**config.mk**
```make
export PLATFORM = sky130hd
export DESIGN_NAME = array_mult_scheduler
export DESIGN_NICKNAME = d
export VERILOG_FILES = /design/src/rtl/mult_sched_pkg.sv /design/src/rtl/eight_bit_array_multiplier.sv /design/src/rtl/rr_arbiter.sv /design/src/rtl/array_mult_scheduler.sv
export SDC_FILE = /design/constraint.sdc
export NUM_CORES = 1
export LEC_CHECK = 0
export ABC_AREA = 0
export ABC_CLOCK_PERIOD_IN_PS = 4700
export BUFFER_PORTS_ARGS = -buffer_cell sky130_fd_sc_hd__buf_4
export CORE_ASPECT_RATIO = 1.25
export CORE_MARGIN = 4
export CORE_UTILIZATION = 29
export CTS_BUF_LIST = sky130_fd_sc_hd__clkbuf_8
export CTS_CLUSTER_DIAMETER = 200
export DETAILED_ROUTE_END_ITERATION = 16
export PLACE_DENSITY_LB_ADDON = 0.3
export SLEW_MARGIN = 20
export SYNTH_ARGS = -nofsm -noshare
export SYNTH_HDL_FRONTEND = slang
export SYNTH_HIERARCHICAL = 1
export SYNTH_SLANG_ARGS = --single-unit
```
**constraint.sdc**
```tcl
create_clock -name clk -period 4.7 [get_ports clk]
set_clock_uncertainty 0.1 [all_clocks]
set_input_delay 0 -clock clk [delete_from_list [all_inputs] [get_ports clk]]
set_output_delay 0 -clock clk [all_outputs]
set_load 0.01 [all_outputs]
```
**src/rtl/mult_sched_pkg.sv**
```systemverilog
// Shared types and widths for the multiplier-sharing scheduler.
package mult_sched_pkg;

  typedef enum logic [1:0] {
    IDLE = 2'd0,
    CALC = 2'd1,
    RESP = 2'd2
  } sched_state_t;

  localparam int OP_W   = 8;
  localparam int PROD_W = 16;

endpackage

```
**src/rtl/eight_bit_array_multiplier.sv**
```systemverilog
// Unsigned 8x8 -> 16 combinational array multiplier (shifted partial-product rows).
module eight_bit_array_multiplier (
  input  logic [7:0]  A,
  input  logic [7:0]  B,
  output logic [15:0] S
);

  logic [15:0] pp [8];

  generate
    for (genvar gi = 0; gi < 8; gi++) begin : g_row
      assign pp[gi] = {8'd0, (A & {8{B[gi]}})} << gi;
    end
  endgenerate

  always_comb begin
    S = '0;
    for (int k = 0; k < 8; k++) begin
      S = S + pp[k];
    end
  end

endmodule

```
**src/rtl/rr_arbiter.sv**
```systemverilog
// Combinational round-robin arbiter: first set request at or after ptr, wrapping modulo N.
module rr_arbiter #(
  parameter  int N  = 4,
  localparam int IW = $clog2(N)
) (
  input  logic [N-1:0]  req,
  input  logic [IW-1:0] ptr,
  output logic [N-1:0]  grant,
  output logic [IW-1:0] grant_idx
);

  logic [IW-1:0] cand [N];
  logic [N-1:0]  hit;

  // cand[gi] is the requester index gi positions after ptr.
  generate
    for (genvar gi = 0; gi < N; gi++) begin : g_rot
      logic [IW:0] sum;
      assign sum      = {1'b0, ptr} + (IW+1)'(gi);
      assign cand[gi] = (sum >= (IW+1)'(N)) ? IW'(sum - (IW+1)'(N)) : IW'(sum);
      assign hit[gi]  = req[cand[gi]];
    end
  endgenerate

  // Walk from the farthest offset down so the nearest hit overrides.
  always_comb begin
    grant     = '0;
    grant_idx = '0;
    for (int k = N - 1; k >= 0; k--) begin
      if (hit[k]) begin
        grant            = '0;
        grant[cand[k]]   = 1'b1;
        grant_idx        = cand[k];
      end
    end
  end

endmodule

```
**src/rtl/array_mult_scheduler.sv**
```systemverilog
// Shares one array multiplier among NUM_REQ requesters with round-robin arbitration
// and a single tagged response port (IDLE -> CALC -> RESP).
module array_mult_scheduler
  import mult_sched_pkg::*;
#(
  parameter  int NUM_REQ = 4,
  localparam int ID_W    = $clog2(NUM_REQ)
) (
  input  logic                    clk,
  input  logic                    rst_n,
  input  logic [NUM_REQ-1:0]      req_valid,
  output logic [NUM_REQ-1:0]      req_ready,
  input  logic [NUM_REQ*OP_W-1:0] req_a,
  input  logic [NUM_REQ*OP_W-1:0] req_b,
  output logic                    rsp_valid,
  input  logic                    rsp_ready,
  output logic [ID_W-1:0]         rsp_id,
  output logic [PROD_W-1:0]       rsp_product,
  output logic                    busy
);

  sched_state_t      state_reg, state_next;
  logic [ID_W-1:0]   rr_ptr_reg, rr_ptr_next;
  logic [OP_W-1:0]   op_a_reg, op_a_next;
  logic [OP_W-1:0]   op_b_reg, op_b_next;
  logic [ID_W-1:0]   id_reg, id_next;
  logic [ID_W-1:0]   rsp_id_reg, rsp_id_next;
  logic [PROD_W-1:0] rsp_product_reg, rsp_product_next;

  logic [NUM_REQ-1:0] grant;
  logic [ID_W-1:0]    grant_idx;
  logic [PROD_W-1:0]  product;

  rr_arbiter #(.N(NUM_REQ)) u_arb (
    .req       (req_valid),
    .ptr       (rr_ptr_reg),
    .grant     (grant),
    .grant_idx (grant_idx)
  );

  eight_bit_array_multiplier u_mult (
    .A (op_a_reg),
    .B (op_b_reg),
    .S (product)
  );

  always_ff @(posedge clk or negedge rst_n) begin
    if (!rst_n) begin
      state_reg       <= IDLE;
      rr_ptr_reg      <= '0;
      op_a_reg        <= '0;
      op_b_reg        <= '0;
      id_reg          <= '0;
      rsp_id_reg      <= '0;
      rsp_product_reg <= '0;
    end else begin
      state_reg       <= state_next;
      rr_ptr_reg      <= rr_ptr_next;
      op_a_reg        <= op_a_next;
      op_b_reg        <= op_b_next;
      id_reg          <= id_next;
      rsp_id_reg      <= rsp_id_next;
      rsp_product_reg <= rsp_product_next;
    end
  end

  always_comb begin
    state_next       = state_reg;
    rr_ptr_next      = rr_ptr_reg;
    op_a_next        = op_a_reg;
    op_b_next        = op_b_reg;
    id_next          = id_reg;
    rsp_id_next      = rsp_id_reg;
    rsp_product_next = rsp_product_reg;
    case (state_reg)
      IDLE: begin
        if (|req_valid) begin
          op_a_next  = req_a[OP_W*int'(grant_idx) +: OP_W];
          op_b_next  = req_b[OP_W*int'(grant_idx) +: OP_W];
          id_next    = grant_idx;
          state_next = CALC;
        end
      end
      CALC: begin
        rsp_product_next = product;
        rsp_id_next      = id_reg;
        state_next       = RESP;
      end
      RESP: begin
        // Pointer moves only on completion so a stalled consumer cannot skew fairness.
        if (rsp_ready) begin
          rr_ptr_next = (id_reg == ID_W'(NUM_REQ - 1)) ? '0 : id_reg + ID_W'(1);
          state_next  = IDLE;
        end
      end
      default: state_next = IDLE;
    endcase
  end

  assign req_ready   = (state_reg == IDLE) ? grant : '0;
  assign rsp_valid   = (state_reg == RESP);
  assign busy        = (state_reg != IDLE);
  assign rsp_id      = rsp_id_reg;
  assign rsp_product = rsp_product_reg;

endmodule

```
==> flow_summary_export.csv <==
group,metric,value,unit
yosys,synth-edff-count,0,
clock_network,cts_tree,"built",
setup_path,end_kind,"flop",
placed_design,gp_congestion,0.8864,
timing,fin_setup_tns,0,ns
floorplan,core-area,14950,um2
final_layout,drive_gt1_frac,0.3605,
global_route,grt.overflow.total,0,
final_layout,final_nets,639,
timing,finalSetupViolCount,0,
timing,hold_viol,0,
global_route,grt_max_degree,41,
yosys,synth.top_cell.area_share,0.2264,
final_layout,ff_latch_area,1006,um2
yosys,async_flop_share,1.000,
setup_path,critPathSlowestCell,"fa_1",
timing,fmax,223.9,MHz
placed_design,port_buffers,94,
timing,period_share,0.9504,
timing,fin_ws,0.2333,ns
clock_network,root_buffer,"clkbuf_8",
clock_network,clk_latency,0.30,ns
routing,route.vias.total,3286,
clock_network,cts_sinks,40,
yosys,avgSynthCellArea,11.39,um2
routing,ant_nets,0,
clock_network,cts_setup_buffers,0,
routing,routed_wl,9.976,mm
global_route,track_usage,0.1164,
floorplan,num_io_pins,95,
placed_design,place_ws,0.1666,ns
routing,vias_per_cell,4.883,
clock_network,clk_pin_slew_worst_paths,0.09,ns
placed_design,place_area,5346,um2
yosys,ys_seq_elements,40,
clock_network,h-tree-depth,2,
routing,drt_iter0_drc,103,
yosys,yosysMostFrequentCell,"and2_1",
job,cap_violations,0,
floorplan,dieArea,17290,um2
setup_path,criticalPathCategory,"reg -> reg",
setup_path,cp_slowest_stage_delay,0.53,ns
setup_path,arrival,4.56,ns
setup_path,startpoint_type,"flop",
setup_path,crit_required,4.79,ns
final_layout,largest_reg_flops,16,
clock_network,cts_buffer_depth,2,
final_layout,multi_input_area,3203,um2
global_route,grt_pass1_vias,3486,
timing,maxSlewHeadroom,0.2965,
min_path,holdCritPathClass,"in -> reg",
yosys,syn_nets,537,
yosys,synth.area.top_cells,"dfrtp_1 (23%), fa_1 (17%), ha_1 (11%)",
routing,wl_per_cell,14.82,um
global_route,grt_pass1_wl,16.95,mm
timing,min_period,4.467,ns
timing,worst_pin_slew,1.052,ns
floorplan,start_util,0.2956,
yosys,synth_cell_types,50,
floorplan,die_w,118.4,um
setup_path,cp_max_fo,9,
final_layout,fillers,1467,
yosys,netlist_area,4420,um2
yosys,synth_common_cells,"and2_1 (50), inv_1 (41), dfrtp_1 (40), ha_1 (40), fa_1 (38)",
yosys,synth_cells,388,
routing,route.detailed.drc,0,
yosys,synth_top_area_cell,"dfrtp_1",
yosys,ys.flop_type,"dfrtp_1",
timing,rsz0062_at_grt,"no",
placed_design,hpwlAfterDp,8.265,mm
floorplan,die_y,146.0,um
clock_network,cts_buffers,5,
global_route,antenna_found_initial,0,
status,status,"completed",
final_layout,area_growth,24.14,%
final_layout,stdcell_area,5488,um2
final_layout,antenna_cells,0,
floorplan,rows,50,
timing,hold_ws,0.04950,ns
timing,slew_viol_final,0,
yosys,synth_seq_area_share,0.2264,
yosys,synth_warnings,6,
setup_path,path_cells,"and2_1 -> fa_1 -> inv_1 -> fa_1 -> inv_1 -> fa_1 -> inv_1 -> fa_1 -> inv_1 -> ha_1 -> nand2_1 -> o2111ai_2 -> a21o_1 -> a21oi_2 -> xnor2_1 -> mux2_2",
routing,firstDrtPassIters,4,
==> worst max-delay path, delay by kind of cell, from the launching register on <==
family / cells / cell delay, ns
multiplexers: 1 / 0.26
adder cells (fa/ha/maj): 5 / 2.43
XOR/XNOR: 1 / 0.07
flip-flops: 1 / 0.47
AND/OR/NAND/NOR: 2 / 0.30
AO/OA/AOI/OAI: 3 / 0.53
buffers and inverters: 4 / 0.19
==> final cells by class <==
cell class | instances | share of cell area
Sequential cell | 40 | 0.1833
Clock buffer | 5 | 0.01254
Clock inverter | 3 | 0.007752
Tap cell | 182 | 0.04150
Multi-Input combinational cell | 298 | 0.5837
Inverter | 41 | 0.02804
Timing Repair Buffer | 104 | 0.1432
==> through the flow <==
stage	cells	util
2_1_floorplan	388	-
3_3_place_gp	663	0.3576
3_5_place_dp	663	0.3576
4_1_cts	673	0.3664
5_1_grt	673	0.3670
6_report	673	0.3670
==> final timing paths <==
check                               startpoint               to  slack, ns  cells past startpoint
worst max-delay path               op_a_reg[3]  rsp_product[12]       0.23                     16
max in group asynchronous                rst_n      op_b_reg[5]       3.99                      2
worst max register to register     op_a_reg[3]  rsp_product[12]       0.23                     16
min in group asynchronous                rst_n  rsp_product[15]       0.09                      2
worst min-delay path                 req_a[29]      op_a_reg[5]       0.05                      3
worst min register to register  rsp_product[1]   rsp_product[1]       0.41                      1
==> cell usage in the layout, fill, tap and decap left out, types with 2 or more instances in the layout <==
| master | Yosys | routed |
|---|---|---|
| dfrtp_1 | 40 | 36 |
| nor2_1 | 14 | 14 |
| fa_1 | 38 | 38 |
| inv_1 | 41 | 41 |
| a21oi_2 | 2 | 2 |
| o21a_1 | 2 | 2 |
| nand3_1 | 7 | 7 |
| a21oi_1 | 7 | 7 |
| mux4_2 | 10 | 10 |
| mux2_2 | 32 | 32 |
| o21ai_0 | 4 | 3 |
| and2b_1 | 2 | 2 |
| mux4_1 | 8 | 8 |
| clkbuf_8 | 0 | 5 |
| nand2_1 | 22 | 22 |
| buf_4 | 1 | 102 |
| xor2_1 | 3 | 3 |
| mux2_4 | 9 | 9 |
| xnor2_1 | 7 | 7 |
| dfrtp_2 | 0 | 4 |
| and2_1 | 50 | 50 |
| a22oi_1 | 3 | 3 |
| mux2i_1 | 3 | 3 |
| dlygate4sd3_1 | 0 | 2 |
| nand4_1 | 5 | 5 |
| nand2b_1 | 3 | 3 |
| ha_1 | 40 | 40 |
| a31oi_1 | 5 | 5 |
| a21o_1 | 3 | 3 |
==> per-layer routing <==
layer,GRT usage,part of all wire,wire (um)
met5,0,0,0
met4,0.02725,0.013,125
met3,0.01860,0.051,510
met2,0.2063,0.50,5013
met1,0.1491,0.43,4327
==> what timing repair did <==
item,in CTS,in global routing
endpoints found under the setup margin,0,3
resized for setup,0,5
hold buffers,2,0
endpoints found under the hold margin,43,0
==> kinds of logic (layout without fill, tap and decap cells) <==
logic type,Yosys count,count (layout),synth area share
buf+inv,50,153,0.05151
mux,62,62,0.2174
xor+xnor,10,10,0.01981
compound gates,34,34,0.05434
fa+ha+maj,78,78,0.2853
simple gates,114,114,0.1452
flops,40,40,0.2264
Power is left out: the tool's default activity adds up to more than one toggle a clock period on the data nets, which glitch-free logic cannot reach.
